**src/rtl/alu_pkg.sv**
```systemverilog
// Shared definitions for the ALU command issuer: opcode encoding, datapath
// width and a small helper that zeroes a data word when its stage is empty.
package alu_pkg;

    localparam int DATA_W = 32;
    localparam int OP_W   = 2;

    typedef enum logic [OP_W-1:0] {
        ADD = 2'd0,
        SUB = 2'd1,
        MUL = 2'd2,
        RSV = 2'd3
    } alu_op_e;

    // Forces a data word to zero when the owning stage holds nothing valid.
    function automatic logic [DATA_W-1:0] gate_data(input logic en, input logic [DATA_W-1:0] d);
        return en ? d : '0;
    endfunction

endpackage

```
**src/rtl/rsp_fifo.sv**
```systemverilog
// Small response queue between the issue stage and the consumer. Holds the
// ALU result together with its caller tag; entries leave in arrival order.
module rsp_fifo
    import alu_pkg::*;
#(
    parameter int TAG_W = 4,
    parameter int DEPTH = 2
) (
    input  logic              clock,
    input  logic              reset,
    input  logic              push,
    input  logic [DATA_W-1:0] push_data,
    input  logic [TAG_W-1:0]  push_tag,
    input  logic              pop,
    output logic [DATA_W-1:0] head_data,
    output logic [TAG_W-1:0]  head_tag,
    output logic              full,
    output logic              empty
);

    localparam int PTR_W = (DEPTH > 1) ? $clog2(DEPTH) : 1;
    localparam int CNT_W = $clog2(DEPTH + 1);

    logic [DATA_W-1:0] data_mem [DEPTH];
    logic [TAG_W-1:0]  tag_mem  [DEPTH];
    logic [PTR_W-1:0]  wr_ptr;
    logic [PTR_W-1:0]  rd_ptr;
    logic [CNT_W-1:0]  count;
    logic              do_push;
    logic              do_pop;

    function automatic logic [PTR_W-1:0] next_ptr(input logic [PTR_W-1:0] ptr);
        return (ptr == PTR_W'(DEPTH - 1)) ? '0 : ptr + 1'b1;
    endfunction

    assign empty   = (count == '0);
    assign full    = (count == CNT_W'(DEPTH));
    // A pop frees a slot in the same cycle, so a push into a full queue is
    // legal when it coincides with a pop.
    assign do_pop  = pop && !empty;
    assign do_push = push && (!full || do_pop);

    assign head_data = data_mem[rd_ptr];
    assign head_tag  = tag_mem[rd_ptr];

    // Storage write; payload carries no reset, only the pointers qualify it.
    always_ff @(posedge clock) begin
        if (do_push) begin
            data_mem[wr_ptr] <= push_data;
            tag_mem[wr_ptr]  <= push_tag;
        end
    end

    // Pointer and occupancy bookkeeping.
    always_ff @(posedge clock or negedge reset) begin
        if (!reset) begin
            wr_ptr <= '0;
            rd_ptr <= '0;
            count  <= '0;
        end else begin
            if (do_push) begin
                wr_ptr <= next_ptr(wr_ptr);
            end
            if (do_pop) begin
                rd_ptr <= next_ptr(rd_ptr);
            end
            case ({do_push, do_pop})
                2'b10:   count <= count + 1'b1;
                2'b01:   count <= count - 1'b1;
                default: count <= count;
            endcase
        end
    end

endmodule

```
**src/rtl/alu_issuer.sv**
```systemverilog
// Single-entry issue stage in front of an external combinational ALU. A
// registered command drives the ALU; its result is captured with the tag
// into the response queue. Sustains one command per cycle while the
// response queue drains.
module alu_issuer
    import alu_pkg::*;
#(
    parameter int TAG_W     = 4,
    parameter int RSP_DEPTH = 2
) (
    input  logic              clock,
    input  logic              reset,
    input  logic              io_cmd_valid,
    output logic              io_cmd_ready,
    input  logic [DATA_W-1:0] io_cmd_A,
    input  logic [DATA_W-1:0] io_cmd_B,
    input  logic [OP_W-1:0]   io_cmd_op,
    input  logic [TAG_W-1:0]  io_cmd_tag,
    output logic [DATA_W-1:0] io_alu_A,
    output logic [DATA_W-1:0] io_alu_B,
    output logic [OP_W-1:0]   io_alu_op,
    input  logic [DATA_W-1:0] io_alu_out,
    output logic              io_rsp_valid,
    input  logic              io_rsp_ready,
    output logic [DATA_W-1:0] io_rsp_data,
    output logic [TAG_W-1:0]  io_rsp_tag,
    output logic [15:0]       io_issued
);

    logic              vld_p0;
    logic [DATA_W-1:0] a_p0;
    logic [DATA_W-1:0] b_p0;
    alu_op_e           op_p0;
    logic [TAG_W-1:0]  tag_p0;

    logic              fifo_full;
    logic              fifo_empty;
    logic [DATA_W-1:0] head_data;
    logic [TAG_W-1:0]  head_tag;
    logic              rsp_pop;
    logic              issue_done;
    logic              cmd_fire;

    assign rsp_pop      = !fifo_empty && io_rsp_ready;
    // A full queue still has room this cycle if the consumer is popping.
    assign issue_done   = vld_p0 && (!fifo_full || rsp_pop);
    assign io_cmd_ready = !vld_p0 || issue_done;
    assign cmd_fire     = io_cmd_valid && io_cmd_ready;

    // The ALU sees zeros whenever the issue stage is empty.
    assign io_alu_A  = gate_data(vld_p0, a_p0);
    assign io_alu_B  = gate_data(vld_p0, b_p0);
    assign io_alu_op = vld_p0 ? op_p0 : ADD;

    // Responses come only from the queue head; the issue stage never bypasses.
    assign io_rsp_valid = !fifo_empty;
    assign io_rsp_data  = gate_data(!fifo_empty, head_data);
    assign io_rsp_tag   = fifo_empty ? '0 : head_tag;

    // Issue stage occupancy: filled by an accepted command, emptied on issue.
    always_ff @(posedge clock or negedge reset) begin
        if (!reset) begin
            vld_p0 <= 1'b0;
        end else if (cmd_fire) begin
            vld_p0 <= 1'b1;
        end else if (issue_done) begin
            vld_p0 <= 1'b0;
        end
    end

    // Issue stage payload; held while stalled so the ALU inputs stay put.
    always_ff @(posedge clock) begin
        if (cmd_fire) begin
            a_p0   <= io_cmd_A;
            b_p0   <= io_cmd_B;
            op_p0  <= alu_op_e'(io_cmd_op);
            tag_p0 <= io_cmd_tag;
        end
    end

    // Count of completed issues, wrapping naturally at 16 bits.
    always_ff @(posedge clock or negedge reset) begin
        if (!reset) begin
            io_issued <= '0;
        end else if (issue_done) begin
            io_issued <= io_issued + 16'd1;
        end
    end

    rsp_fifo #(
        .TAG_W (TAG_W),
        .DEPTH (RSP_DEPTH)
    ) u_rsp_fifo (
        .clock     (clock),
        .reset     (reset),
        .push      (issue_done),
        .push_data (io_alu_out),
        .push_tag  (tag_p0),
        .pop       (rsp_pop),
        .head_data (head_data),
        .head_tag  (head_tag),
        .full      (fifo_full),
        .empty     (fifo_empty)
    );

endmodule

```
**config.mk**
```make
export PLATFORM = sky130hd
export DESIGN_NAME = alu_issuer
export DESIGN_NICKNAME = d
export VERILOG_FILES = /design/src/rtl/alu_pkg.sv /design/src/rtl/rsp_fifo.sv /design/src/rtl/alu_issuer.sv
export SDC_FILE = /design/constraint.sdc
export NUM_CORES = 1
export LEC_CHECK = 0
export ABC_CLOCK_PERIOD_IN_PS = 5100
export CORE_MARGIN = 2
export CORE_UTILIZATION = 48
export DETAILED_ROUTE_END_ITERATION = 16
export PLACE_DENSITY = 0.9
export SYNTH_ARGS = -nofsm -noshare
export SYNTH_HDL_FRONTEND = slang
export SYNTH_SLANG_ARGS = --single-unit
```
**constraint.sdc**
```tcl
create_clock -name clock -period 5.1 [get_ports clock]
set_clock_uncertainty 0.1 [all_clocks]
set_input_delay 1.275 -clock clock [delete_from_list [all_inputs] [get_ports clock]]
set_output_delay 1.275 -clock clock [all_outputs]
set_load 0.01 [all_outputs]
```
======== Yosys cells after proc, flatten, opt, wreduce, memory -nomap -nowiden ========
Memory sizes are Yosys's and may differ from the RTL's.
Index checks and enable logic that the tools add are counted.
storage, ports and cells
  flip-flop bits (word level) ............. 91
  RAM bits ................................ 72
  bits of input ports ..................... 106
  output and inout port bits .............. 120
  logic and storage cells ................. 45
  memories kept ........................... 2
memory list
  memory               depth  bits a word  read ports  clocked after memory_dff  wr ports  line            text
  u_rsp_fifo.data_mem  2      32           1           0                         1         rsp_fifo.sv:24  logic [DATA_W-1:0] data_mem [DEPTH];
  u_rsp_fifo.tag_mem   2      4            1           0                         1         rsp_fifo.sv:25  logic [TAG_W-1:0] tag_mem [DEPTH];
cells by class
  $add $sub $neg .......................... 5
  equal/unequal tests ..................... 3
  muxes and demuxes ....................... 12
  reduce and logical (&&, ||, !) cells .... 14
operators with widths
  cell                     number
  $mux W32                 3
  $add A16 B1 Y16 const B  1
  $mux W1                  6
  $logic_and A1 B1 Y1      5
  $eq A2 B2 Y1 const B     2
  $mux W4                  1
  $pmux W2 S2              1
  $reduce_bool A2 Y1       2
  $logic_not A1 Y1         3
  $logic_or A1 B1 Y1       3
  $add A1 B1 Y1 const B    2
  $add A2 B1 Y2 const B    1
  $eq A2 B1 Y1 const B     1
  $logic_not A2 Y1         1
  $mux W2                  1
  $sub A2 B1 Y2 const B    1

======== Longest topological paths before layout ========
Gate-level depths: netlist of the first run.
  word-level depth ........................ 8
  mapped depth ............................ 7
  gate-level depth less buffers ........... 7

======== By module ========
Synthesis of the first run repeated with hierarchy kept, for this count alone.
unflattened totals
  cell total of the unflattened synthesis .. 390
  area total of the unflattened synthesis .. 6414.9 µm²
by module, submodules not included
  module      instances  cells an instance  area an instance (µm²)  sequential area each (µm²)
  alu_issuer  1          254                3597.2                  2527.4
  rsp_fifo    1          136                2817.7                  2262.2

======== Worst setup path after synthesis of the first run ========
Ideal clock, no wire load.
  kind .................................... in2reg
  start ................................... in io_rsp_ready
  end ..................................... reg a_p0[0] (enable)
  setup time .............................. 0.436 ns
  arrival ................................. 3.162 ns
  required time ........................... 4.564 ns
  setup slack ............................. 1.402 ns
  stages .................................. 3
  path buffers ............................ 0
  cell sequence ........................... nor3b_4 nand2_1 and2_1
on the way
  cells in the longest elaborated chain, start to end .. 5
ends and longest elaborated chain
  item                    line              text
  start, declared         alu_issuer.sv:24  input logic io_rsp_ready,
  $logic_and A1 B1 Y1     alu_issuer.sv:44  assign rsp_pop = !fifo_empty && io_rsp_ready;
  $logic_or A1 B1 Y1      alu_issuer.sv:46  assign issue_done = vld_p0 && (!fifo_full || rsp_pop);
  $logic_and A1 B1 Y1     alu_issuer.sv:46
  $logic_or A1 B1 Y1      alu_issuer.sv:47  assign io_cmd_ready = !vld_p0 || issue_done;
  named net io_cmd_ready  alu_issuer.sv:14  output logic io_cmd_ready,
  $logic_and A1 B1 Y1     alu_issuer.sv:48  assign cmd_fire = io_cmd_valid && io_cmd_ready;
  named net cmd_fire      alu_issuer.sv:42  logic cmd_fire;
  end signal, assigned    alu_issuer.sv:74  a_p0 <= io_cmd_A;
  end, declared           alu_issuer.sv:31  logic [DATA_W-1:0] a_p0;
The timed path passes the listed nets, and every way through them passes these cells.
A chain may end at the register's enable or synchronous reset.

======== Final worst setup path of the first run ========
  start ................................... in io_rsp_ready
  end ..................................... out io_cmd_ready
on the way
  cells in the longest elaborated chain, start to end .. 4
ends and longest elaborated chain
  item                 line
  $logic_and A1 B1 Y1  alu_issuer.sv:44
  $logic_or A1 B1 Y1   alu_issuer.sv:46
  $logic_and A1 B1 Y1  alu_issuer.sv:46
  $logic_or A1 B1 Y1   alu_issuer.sv:47
  end, declared        alu_issuer.sv:14
Every way passes these cells.

==> run metrics, run 1 <==
most frequent cells in the layout=clkdlybuf4s50_1 (225), edfxtp_1 (142), and2_1 (68); GRT overflow=0; # fillers=769; Rel. slew slack=0.270; Clock Tree Buf Depth=2; commonest non-fill, non-tap cell in the layout=clkdlybuf4s50_1; area of the core=12600 um2; Worst-Margin Slew=around 1100 ps; Antenna diodes=0; Required @ worst endpoint=between 3000 and 4000 ps; max cap viols=0; leakage=3.39 nW; clock latency on the worst-skew pair=430 ps; Power Density=approximately 490 nW/um2; Synth Register Bits=approximately 160; worst r2r path cells=4; IO Pins=about 230; gp weighted congestion=roughly 0.8; Post-route DRC=0; hold path depth=0; Die X=approximately 120 um; estimated wirelength of the detail-placed design=approximately 10000 um; global-route wire length before repair=around 23000 um; dominant cells by area after synthesis=edfxtp_1 (69%), dfrtp_1 (8.5%), and2_1 (7.0%), mux2i_1 (5.8%), nor2_1 (2.4%); Setup WS pre-CTS=about 900 ps; share of cells above drive strength 1=0.0691; share of the synthesized area in the top cell type=0.689; Startpoint Class=primary input; vias per inst=4.90; Post-DRT Antenna Nets=0; Clk pin slew, worst setup/hold paths=~60 ps; die area=about 14000 um2; initial antenna violation count=0; Period minus WS final=roughly 4200 ps; Starting Density=0.490; first-pass iteration count of the detailed router=5; Slew Limit Fails=0; VDD IR max=~220 uV; CTS tree=built; critical path peak fanout=7; final layout net count=roughly 720; clock root buffer=clkbuf_16; Layout area overhead=49.6%; CTS Hold Bufs=0; CTS H-Tree Depth=4; worst r2r src=u_rsp_fifo.count[1]; outcome=completed; CP Data Arrival Time=~2900 ps; DRT iter0 DRCs=281; average wire per standard cell=~18 um; hold_sp=tag_p0[0]; vias in the first global route=roughly 4200; Cell variety after synth=23; CP endpoint kind=primary output; Cell Area, Synth=between 6000 and 7000 um2; GRT Util Overall=0.220; Hold Path Sink=u_rsp_fifo.tag_mem[1][0]; Final setup viols=0; # rows=about 40; Hold Crit Class=reg -> reg; Fin. Hold Viols=0; Die Y=between 100 and 150 um; sequential fraction of the synthesis area=0.774; part of the cycle the worst path needs=0.830; Total Wirelength=approximately 15000 um; Reg2Reg Setup Slack=2790 ps; # clock sinks=between 150 and 200; synthesized area per cell=between 15 and 20 um2; r2r endpoint=u_rsp_fifo.tag_mem[0][0]; setup_tns=0 ps; Syn Nets=roughly 480; RSZ-0062 raised after global routing=false; Synth Warn #=0; Syn Inst Count=between 300 and 400; Max Freq=236 MHz; post-CTS sizing=0; largest net degree at the start of global routing=between 70 and 80; setup bufs post-CTS=0; area leader, netlist=edfxtp_1; cts bufs inserted=17; CP Class=in -> out; PortBufs=around 230; Vias=slightly below 4000; final setup margin=around 870 ps
[state kept, by name, summed over array words and instances (netlist names)]
| signal | cells |
|---|---|
| u_rsp_fifo.data_mem | 64 |
| a_p0 | 32 |
| b_p0 | 32 |
| io_issued | 16 |
| u_rsp_fifo.tag_mem | 8 |
| tag_p0 | 4 |
| op_p0 | 2 |
| u_rsp_fifo.count | 2 |
| u_rsp_fifo.rd_ptr | 1 |
| u_rsp_fifo.wr_ptr | 1 |
| vld_p0 | 1 |
[cell usage after synthesis]
| master | n |
|---|---|
| edfxtp_1 | 142 |
| nor2b_2 | 1 |
| nand2b_1 | 1 |
| mux2i_1 | 36 |
| inv_2 | 2 |
| dfrtp_1 | 21 |
| nor3_1 | 2 |
| and3_1 | 3 |
| nor4_2 | 1 |
| and2_1 | 69 |
| ha_1 | 2 |
| nand3_1 | 4 |
| clkbuf_1 | 10 |
| xor2_1 | 6 |
| nor4_1 | 1 |
| xnor2_1 | 14 |
| nand4_1 | 4 |
| nor2_1 | 39 |
| nand2_1 | 10 |
| nor2_2 | 1 |
| buf_2 | 4 |
| nor3b_4 | 1 |
| nor4_4 | 1 |
[area by class of cell]
cell class,instances,area (um2),share of cell area
Clock buffer,18,429,0.0464
Multi-Input combinational cell,196,1340,0.145
Sequential cell,163,4790,0.518
Inverter,2,7.51,0.000811
Tap cell,172,215,0.0233
Timing Repair Buffer,229,2280,0.247
Clock inverter,14,188,0.0203
[worst max-delay path, cell delays in order]
cell and delay (ps):
clkdlybuf4s50_1 460, nor3b_4 430, nand2_1 160, clkdlybuf4s50_1 530
[per-stage QoR]
stage / std cells / power [mW] / hold WS (ps) / util / area (um2)
detailed placement: 762 / 3.28 / 337 / 0.684 / 8630
CTS: 794 / 4.62 / 353 / 0.733 / 9250
global route: 794 / 4.76 / 362 / 0.733 / 9250
global placement: 762 / 3.22 / 326 / 0.684 / 8630
finish: 794 / 4.57 / 347 / 0.733 / 9250
floorplan: 375 / 2.51 / 321 / - / 6180
[kinds of logic (layout without fill, tap and decap cells)]
kind of cell	after synthesis	count (layout)	synth area share
flip-flops	163	163	0.774
AND/OR/NAND/NOR	138	138	0.124
buffers and inverters	16	263	0.0105
XOR/XNOR	20	20	0.0283
adder cells (fa/ha/maj)	2	2	0.00405
multiplexers	36	36	0.0583
[worst max path at each step]
stage	start	to	slack (ps)	cells past startpoint
after floorplan	io_rsp_ready	a_p0[0]	1400	3
after global placement	io_rsp_ready	io_cmd_ready	910	4
after detailed placement	io_rsp_ready	io_cmd_ready	880	4
after CTS	io_rsp_ready	io_cmd_ready	870	4
after global routing	io_rsp_ready	io_cmd_ready	800	4
final	io_rsp_ready	io_cmd_ready	870	4
[layer usage]
metal / part of all wire / routed length [um] / track usage
met4: 0.025 / 370 / 0.105
met5: 0 / 0 / 0
met3: 0.12 / 1750 / 0.110
met1: 0.36 / 5330 / 0.246
met2: 0.49 / 7180 / 0.353
[where the power goes]
part           internal (mW)  switching, mW  leakage (nW)
registers               1.74          0.180          1.62
logic                  0.734          0.594          1.49
clock network          0.815          0.510         0.283
Note: power is estimated with default switching activity, not from simulation.
==> run 2: changes to the inputs <==
--- a/config.mk
+++ b/config.mk
@@ -5,11 +5,11 @@
 export SDC_FILE = /design/constraint.sdc
 export NUM_CORES = 1
 export LEC_CHECK = 0
-export ABC_CLOCK_PERIOD_IN_PS = 5100
+export ABC_CLOCK_PERIOD_IN_PS = 3700
 export CORE_MARGIN = 2
-export CORE_UTILIZATION = 48
+export CORE_UTILIZATION = 40
 export DETAILED_ROUTE_END_ITERATION = 16
-export PLACE_DENSITY = 0.9
+export PLACE_DENSITY = 0.81
 export SYNTH_ARGS = -nofsm -noshare
 export SYNTH_HDL_FRONTEND = slang
 export SYNTH_SLANG_ARGS = --single-unit
==> constraint.sdc (replaced) <==
create_clock -name clock -period 3.7 [get_ports clock]
set_clock_uncertainty 0.1 [all_clocks]
set_input_delay 0.925 -clock clock [delete_from_list [all_inputs] [get_ports clock]]
set_output_delay 0.925 -clock clock [all_outputs]
set_load 0.01 [all_outputs]
==> run 2 against run 1 <==
Via count down 1.2%. Sequential share of layout area up 0.070 points. Critical path depth unchanged. Non-clock buffer count up 4. Flip-flop and latch count unchanged. Total power up 33%. Setup slack worse by 460 ps. Critical endpoint unchanged.
==> run metrics, run 2 (synthesis gave the netlist of run 1 again) <==
# rows=45; cts bufs inserted=17; die area=between 15000 and 20000 um2; IO Pins=226; CP Class=in -> out; Post-route DRC=0; first-pass iteration count of the detailed router=4; global-route wire length before repair=20100 um; CTS tree=built; initial antenna violation count=0; RSZ-0062 raised after global routing=false; CP Data Arrival Time=roughly 2300 ps; vias in the first global route=3922; Die X=128 um; estimated wirelength of the detail-placed design=9260 um; DRT iter0 DRCs=251; final core occ=0.610; CTS H-Tree Depth=4; clock latency on the worst-skew pair=420 ps; Power Density=659 nW/um2; Period minus WS final=around 3300 ps; max cap viols=0; gp weighted congestion=around 0.76; CTS Hold Bufs=0; Clock Tree Buf Depth=2; Post-DRT Antenna Nets=0; GRT Util Overall=0.163; PortBufs=approximately 230; Total Wirelength=about 13000 um; Layout area overhead=49.4%; Max Freq=304 MHz; Rel. slew slack=0.375; critical path peak fanout=3; setup_tns=0 ps; share of cells above drive strength 1=0.0720; # clock sinks=approximately 160; outcome=completed; Die Y=128 um; largest net degree at the start of global routing=~70; Hold Crit Class=reg -> reg; vias per inst=4.73; Worst-Margin Slew=934 ps; leakage=3.39 nW; Setup WS pre-CTS=~400 ps; Required @ worst endpoint=2670 ps; area of the core=15100 um2; Clk pin slew, worst setup/hold paths=60 ps; final layout net count=721; Slew Limit Fails=0; biggest regs=u_rsp_fifo.data_mem x64, a_p0 x32, b_p0 x32; post-CTS sizing=0; GRT overflow=0; part of the cycle the worst path needs=0.889; Antenna diodes=0; commonest non-fill, non-tap cell in the layout=clkdlybuf4s50_1; Starting Density=0.408; CP endpoint kind=primary output; final setup margin=roughly 400 ps; clock root buffer=clkbuf_16; most frequent cells in the layout=clkdlybuf4s50_1 (225), edfxtp_1 (142), and2_1 (68); max FFs per register=between 60 and 70; Vias=~3800; Startpoint Class=primary input; Final setup viols=0; setup bufs post-CTS=0; VDD IR max=between 300 and 400 uV; Top reg by flops=u_rsp_fifo.data_mem; Fin. Hold Viols=0; average wire per standard cell=16.3 um; Pwr Total=between 6 and 7 mW
==> run 2: power breakdown <==
part           switching (mW)  internal (mW)
logic                   0.860           1.03
clock network           0.698          0.926
registers               0.189           2.39
==> run 2: worst max-delay path: stages <==
cell and delay, ps:
clkdlybuf4s50_1 470, nor3b_4 230, nand2_1 120, clkdlybuf4s50_1 520
==> run 2: worst paths after layout <==
check / depth (start not counted) / to / slack (ps) / start
setup / recovery: 4 / io_cmd_ready / 410 / io_rsp_ready
hold / removal: 0 / u_rsp_fifo.tag_mem[1][0] / 350 / tag_p0[0]
setup reg to reg: 6 / u_rsp_fifo.data_mem[0][28] / 1640 / u_rsp_fifo.count[1]
hold reg to reg: 0 / u_rsp_fifo.tag_mem[1][0] / 350 / tag_p0[0]
max in group asynchronous: 1 / u_rsp_fifo.rd_ptr / 1930 / reset
min in group asynchronous: 1 / io_issued[10] / 930 / reset
==> run 2: metal layers <==
layer | vias up | share of wire | track usage
met5 | - | 0 | 0
met4 | 0 | 0.014 | 0.0556
met3 | 17 | 0.11 | 0.0852
met2 | 185 | 0.47 | 0.261
met1 | 1828 | 0.40 | 0.190
li1 | 1814 | - | -
==> run 2: per-stage QoR <==
stage / cells / hold WS [ps] / cell area, um2
final: 813 / 349 / 9240
after global routing: 813 / 365 / 9240
after CTS: 813 / 350 / 9240
after detailed placement: 782 / 339 / 8700
after global placement: 782 / 325 / 8700
after floorplan: 375 / 321 / 6180
==> run 2: cell type report <==
type                       count  area, um2
timing repair buffer         233       2320
inverter                       2       7.51
clock inverter                11        105
clock buffer                  20        437
fill                        1115       5910
multi-input combinational    196       1340
sequential                   163       4790
tap                          188        235
